--- config.mk ---
export PLATFORM = sky130hd
export DESIGN_NAME = ucounter_n_flat
export DESIGN_NICKNAME = d
export VERILOG_FILES = /design/src/rtl/ucounter_if.sv /design/src/rtl/ucounter_n.sv /design/src/flat_wrapper.sv
export SDC_FILE = /design/constraint.sdc
export NUM_CORES = 1
export LEC_CHECK = 0
export BUFFER_PORTS_ARGS = -buffer_cell sky130_fd_sc_hd__buf_2
export CAP_MARGIN = 20
export CORE_ASPECT_RATIO = 1.75
export CORE_MARGIN = 2
export CORE_UTILIZATION = 40
export DETAILED_ROUTE_END_ITERATION = 10
export SYNTH_ARGS = -nofsm -noshare
export SYNTH_HDL_FRONTEND = slang
export SYNTH_SLANG_ARGS = --single-unit
export TNS_END_PERCENT = 20
--- constraint.sdc ---
create_clock -name clk -period 4.01 [get_ports clk]
set_input_delay 0.2005 -clock clk [delete_from_list [all_inputs] [get_ports clk]]
set_output_delay 0.2005 -clock clk [all_outputs]
set_load 0.02 [all_outputs]
--- src/rtl/ucounter_if.sv ---
// Control, limit and status signals of the up/down limit counter, grouped so that
// a controller and the counter share one bundle.
interface ucounter_if #(
    parameter int WIDTH = 8,
    parameter int STEPW = 4
);
    logic             set;
    logic             load;
    logic [WIDTH-1:0] preld_val;
    logic             en;
    logic             updown;
    logic             wrapstop;
    logic [STEPW-1:0] step;
    logic [WIDTH-1:0] lo_lim;
    logic [WIDTH-1:0] hi_lim;
    logic [WIDTH-1:0] dcount;
    logic             overflow;
    logic             underflow;
    logic             cfg_err;

    modport master (
        output set, load, preld_val, en, updown, wrapstop, step, lo_lim, hi_lim,
        input  dcount, overflow, underflow, cfg_err
    );

    modport slave (
        input  set, load, preld_val, en, updown, wrapstop, step, lo_lim, hi_lim,
        output dcount, overflow, underflow, cfg_err
    );
endinterface

--- src/rtl/ucounter_n.sv ---
// Up/down counter with programmable step and inclusive [lo_lim, hi_lim] range,
// wrapping or saturating at the limits with one-cycle boundary pulses.
module ucounter_n #(
    parameter int WIDTH = 8,
    parameter int STEPW = 4
) (
    input  logic       clk,
    input  logic       reset,
    ucounter_if.slave  cnt
);
    logic [WIDTH-1:0] dcount_reg, dcount_next;
    logic             overflow_reg, overflow_next;
    logic             underflow_reg, underflow_next;

    logic             cfg_err;
    logic [WIDTH:0]   step_ext;
    logic [WIDTH:0]   count_ext;
    logic [WIDTH:0]   up_sum;
    logic [WIDTH:0]   lo_plus_step;
    logic             counting;

    assign cfg_err = (cnt.lo_lim > cnt.hi_lim);

    // All boundary arithmetic carries one extra bit so a sum past 2^WIDTH-1 is
    // still seen as beyond hi_lim instead of wrapping back into range.
    assign step_ext     = {{(WIDTH + 1 - STEPW){1'b0}}, cnt.step};
    assign count_ext    = {1'b0, dcount_reg};
    assign up_sum       = count_ext + step_ext;
    assign lo_plus_step = {1'b0, cnt.lo_lim} + step_ext;
    assign counting     = cnt.en && (cnt.step != '0) && !cfg_err;

    always_comb begin
        dcount_next    = dcount_reg;
        overflow_next  = 1'b0;
        underflow_next = 1'b0;
        if (cnt.set) begin
            dcount_next = cnt.hi_lim;
        end else if (cnt.load) begin
            dcount_next = cnt.preld_val;
        end else if (counting) begin
            if (cnt.updown) begin
                if (up_sum <= {1'b0, cnt.hi_lim}) begin
                    dcount_next = up_sum[WIDTH-1:0];
                end else if (!cnt.wrapstop) begin
                    dcount_next   = cnt.lo_lim;
                    overflow_next = 1'b1;
                end else begin
                    // Already parked at hi_lim: holding there is not a new event.
                    dcount_next   = cnt.hi_lim;
                    overflow_next = (dcount_reg != cnt.hi_lim);
                end
            end else begin
                if (count_ext >= lo_plus_step) begin
                    dcount_next = dcount_reg - cnt.step;
                end else if (!cnt.wrapstop) begin
                    dcount_next    = cnt.hi_lim;
                    underflow_next = 1'b1;
                end else begin
                    dcount_next    = cnt.lo_lim;
                    underflow_next = (dcount_reg != cnt.lo_lim);
                end
            end
        end
    end

    always_ff @(posedge clk) begin
        if (reset) begin
            dcount_reg    <= '0;
            overflow_reg  <= 1'b0;
            underflow_reg <= 1'b0;
        end else begin
            dcount_reg    <= dcount_next;
            overflow_reg  <= overflow_next;
            underflow_reg <= underflow_next;
        end
    end

    assign cnt.dcount    = dcount_reg;
    assign cnt.overflow  = overflow_reg;
    assign cnt.underflow = underflow_reg;
    assign cnt.cfg_err   = cfg_err;
endmodule

--- src/flat_wrapper.sv ---
// flat-port wrapper written by rule: the top's interface ports become plain ports
module ucounter_n_flat 
#(
    parameter int WIDTH = 8,
    parameter int STEPW = 4
)
  (clk, reset, cnt_set, cnt_load, cnt_preld_val, cnt_en, cnt_updown, cnt_wrapstop, cnt_step, cnt_lo_lim, cnt_hi_lim, cnt_dcount, cnt_overflow, cnt_underflow, cnt_cfg_err);
  ucounter_if #(.WIDTH(WIDTH), .STEPW(STEPW)) cnt_i ();
  input  logic clk;
  input  logic reset;
  input wire logic [$bits(cnt_i.set)-1:0] cnt_set;
  input wire logic [$bits(cnt_i.load)-1:0] cnt_load;
  input wire logic [$bits(cnt_i.preld_val)-1:0] cnt_preld_val;
  input wire logic [$bits(cnt_i.en)-1:0] cnt_en;
  input wire logic [$bits(cnt_i.updown)-1:0] cnt_updown;
  input wire logic [$bits(cnt_i.wrapstop)-1:0] cnt_wrapstop;
  input wire logic [$bits(cnt_i.step)-1:0] cnt_step;
  input wire logic [$bits(cnt_i.lo_lim)-1:0] cnt_lo_lim;
  input wire logic [$bits(cnt_i.hi_lim)-1:0] cnt_hi_lim;
  output wire logic [$bits(cnt_i.dcount)-1:0] cnt_dcount;
  output wire logic [$bits(cnt_i.overflow)-1:0] cnt_overflow;
  output wire logic [$bits(cnt_i.underflow)-1:0] cnt_underflow;
  output wire logic [$bits(cnt_i.cfg_err)-1:0] cnt_cfg_err;
  assign cnt_i.set = cnt_set;
  assign cnt_i.load = cnt_load;
  assign cnt_i.preld_val = cnt_preld_val;
  assign cnt_i.en = cnt_en;
  assign cnt_i.updown = cnt_updown;
  assign cnt_i.wrapstop = cnt_wrapstop;
  assign cnt_i.step = cnt_step;
  assign cnt_i.lo_lim = cnt_lo_lim;
  assign cnt_i.hi_lim = cnt_hi_lim;
  assign cnt_dcount = cnt_i.dcount;
  assign cnt_overflow = cnt_i.overflow;
  assign cnt_underflow = cnt_i.underflow;
  assign cnt_cfg_err = cnt_i.cfg_err;
  ucounter_n #(.WIDTH(WIDTH), .STEPW(STEPW)) u_core (.clk(clk), .reset(reset), .cnt(cnt_i));
endmodule
==> summary.txt <==
Outcome
  – Status: finished clean

Power
  – Leak: 1.33 nW
  – Net Sw Frac: 0.444
  – Gate power share: 0.635
  – Flop pwr share: 0.169
  – Pwr dens: 257 mW/mm2
  – Maximum vdd drop: 0.000209 V
  – Pwr Total: 0.683 mW
  – Pint: 0.380 mW
  – Sw power: 0.303 mW
  – Clock share of power: 0.196

Worst setup path
  – Origin of the critical flop-to-flop path: u_core.cnt.dcount[2]$_SDFFE_PP0P_
  – Worst path buffer plus inverter count: 0
  – Worst setup startpoint: u_core.cnt.dcount[2]$_SDFFE_PP0P_
  – CP Launch Type: register
  – CP Max Fanout: 9
  – Crit path max-delay family: compound AO/OA/AOI/OAI gates
  – Most used cell, CP: ha_1
  – Required time of the critical path: 4.11 ns
  – CP arrival: 3.89 ns
  – Crit-path cells: ha_1 -> or3b_2 -> a31oi_1 -> o21ai_0 -> xnor2_1 -> ha_1 -> and3_1 -> nand3_1 -> a32o_1 -> a31oi_4 -> mux2_1 -> o221ai_1 -> o32ai_1
  – Crit-path max cell delay: 0.49 ns
  – Worst setup EP type: register
  – CP Class: register to register
  – CP max-delay cell: or3b_2

Floorplanning
  – Row cnt: 36
  – IO Pins: 46
  – Die X: 60.8 um
  – Die Y-Extent: 103 um
  – Area of the core: 0.00550 mm2
  – Full die area: 0.00629 mm2
  – Starting Density: 0.411

GRT
  – Number of global-route vias before repair: 2,290
  – Pin count of the biggest net entering global routing: 24
  – Global-route wire length before repair: 11,300 um
  – GRT Resource Usage Total: 0.244
  – Global route total overflow: 0
  – Initial antenna violation count: 0

Yosys
  – Cell taking the most area after synthesis: ha_1
  – Net Count, Synth: 363
  – Synth area leaders: ha_1 (20%), xor2_1 (8.9%), dfxtp_1 (8.9%)
  – Cell count after synthesis: 289
  – Ys Warns: 0
  – Fraction of registers with async set/reset: 0
  – FF+latch count, synth: 10
  – Synth cell types: 45
  – Post-synth EDFFs: 0
  – Post-Syn Area: 0.00226 mm2
  – Sequential share of the synthesized area: 0.0885
  – Synth Area per Inst: 7.82 um2
  – Top FF cell, synth: dfxtp_1
  – Share of the synthesized area in the top cell type: 0.199

Min path
  – Hold Path Class: input port to register
  – Hold path startpoint: cnt_preld_val[3]

STA
  – Setup_tns: 0 ns
  – Slew Viols, Final: 0
  – Finish-stage setup viols: 0
  – Min Tclk post-route: 3.79 ns
  – Clock Skews: 0.00249 ns
  – Hold Violations, Final: 0
  – Max_slew headroom: 0.490
  – Slew @ Worst Pin: 0.760 ns
  – Final period utilization: 0.946
  – Max Fclk: 0.264 GHz
  – RSZ-0062 raised after global routing: no
  – WHS: 0.318 ns

Clock network
  – Clock Latency Late Sink: 0.25 ns
  – Num CTS Buffers: 3
  – Root buffer cell: clkbuf_8
  – Post-CTS Hold Fix Bufs: 0
  – CTS tree: built
  – Post-CTS setup buffer count: 0
  – Htree depth: 1
  – Worst-path clk slew: 0.05 ns
  – Clock Tree Buf Depth: 2
  – Post-CTS Resized: 0
  – CTS Sinks: 10

Place
  – Post-DP Area: 0.00260 mm2
  – Gpl congestion: 0.980
  – Cells after DPL: 406
  – Buffers on Ports: 45
  – Post-DP HPWL: 6120 um

Job
  – Max-cap viol count: 0

Detailed routing
  – Total iterations of the first detailed-routing run: 5
  – WL final: 7350 um
  – Initial DRC count: 123
  – DRC violations left: 0
  – Antenna-violating nets left: 0
  – DR vias: 2,388
  – Via density: 5.82
  – WL/cell: 17.9 um

Cells and area
  – Synthesis-to-layout area growth: 17.4%
  – Nets: 409
  – Ratio of cells with drive above 1 in the final layout: 0.207
  – Diode count: 0
  – Max FFs per register: 8
  – Fillers: 582
  – Post-Layout Inst Area: 0.00265 mm2
  – Non-filler instance count after layout: 410
## power groups by stage
| stage | Clock, mW | Combinational, mW | Sequential, mW |
|---|---|---|---|
| after floorplan | 0 | 0.286 | 0.130 |
| after global placement | 0 | 0.429 | 0.117 |
| after detailed placement | 0 | 0.432 | 0.118 |
| after CTS | 0.132 | 0.435 | 0.115 |
| after global routing | 0.136 | 0.482 | 0.116 |
| final | 0.134 | 0.434 | 0.115 |
## cell usage after synthesis (4+ instances only)
cell type,number
a211oi_1,5
a21oi_1,20
clkbuf_1,11
dfxtp_1,10
ha_1,36
inv_1,20
mux2_2,7
mux2i_1,19
nand2_1,11
nand2b_1,7
nand3_1,9
nor2_1,26
nor2b_1,4
nor3_1,5
nor4_1,7
o21ai_0,9
o221ai_1,5
o22ai_1,6
xnor2_1,11
xor2_1,23
## metal layers
layer  global-route usage  vias to the layer above  share of wire
met1                0.260                     1116           0.36
met4               0.0970                        0          0.046
met2                0.468                      104           0.55
met3               0.0261                       27          0.048
met5                    0                        -              0
li1                     -                     1141              -
## cells in the final DEF, fill, tap and decap left out, drive strengths merged, types with 3 or more instances in the layout
master and count:
a211o 3, a211oi 5, a21oi 20, and3 3, buf 55, clkbuf 4
dfxtp 10, fa 3, ha 36, inv 21, mux2 9, mux2i 19
nand2 11, nand2b 7, nand3 9, nor2 26, nor2b 4, nor3 5
nor4 7, o21ai 10, o221ai 5, o22ai 6, o32ai 3, or3 3
xnor2 11, xor2 23
## final cells by class
class | count | area (um2) | area share
inverters | 21 | 78.8 | 0.0297
clock buffers | 4 | 55.1 | 0.0207
multi-input cells | 244 | 1920 | 0.725
flip-flops and latches | 10 | 200 | 0.0754
repair buffers | 55 | 300 | 0.113
well taps | 76 | 95.1 | 0.0358
## tightest hold or removal path: cells and delay by family
family / cells / cell delay (ns)
AO/OA/AOI/OAI: 2 / 0.25
buffers and inverters: 1 / 0.08
## final timing paths
kind,depth (start not counted),endpoint,slack [ns]
max,13,u_core.cnt.dcount[4]$_SDFFE_PP0P_,0.22
min,3,u_core.cnt.dcount[3]$_SDFFE_PP0P_,0.32
max reg2reg,13,u_core.cnt.dcount[4]$_SDFFE_PP0P_,0.22
min reg2reg,2,u_core.cnt.dcount[4]$_SDFFE_PP0P_,0.61
## per-stage QoR
| stage | setup WS [ns] | util |
|---|---|---|
| 2_1_floorplan | 0.305 | - |
| 3_3_place_gp | 0.255 | 0.473 |
| 3_5_place_dp | 0.190 | 0.473 |
| 4_1_cts | 0.203 | 0.483 |
| 5_1_grt | 0.00599 | 0.483 |
| 6_report | 0.215 | 0.483 |
## kinds of logic after synthesis
kind of cell | Yosys count | synth area share
multiplexers | 28 | 0.129
buffers and inverters | 35 | 0.0603
AO/OA/AOI/OAI | 61 | 0.181
XOR/XNOR | 34 | 0.132
adder cells (fa/ha/maj) | 39 | 0.226
AND/OR/NAND/NOR | 82 | 0.184
flip-flops | 10 | 0.0885
Note: power is estimated with default switching activity, not from simulation.
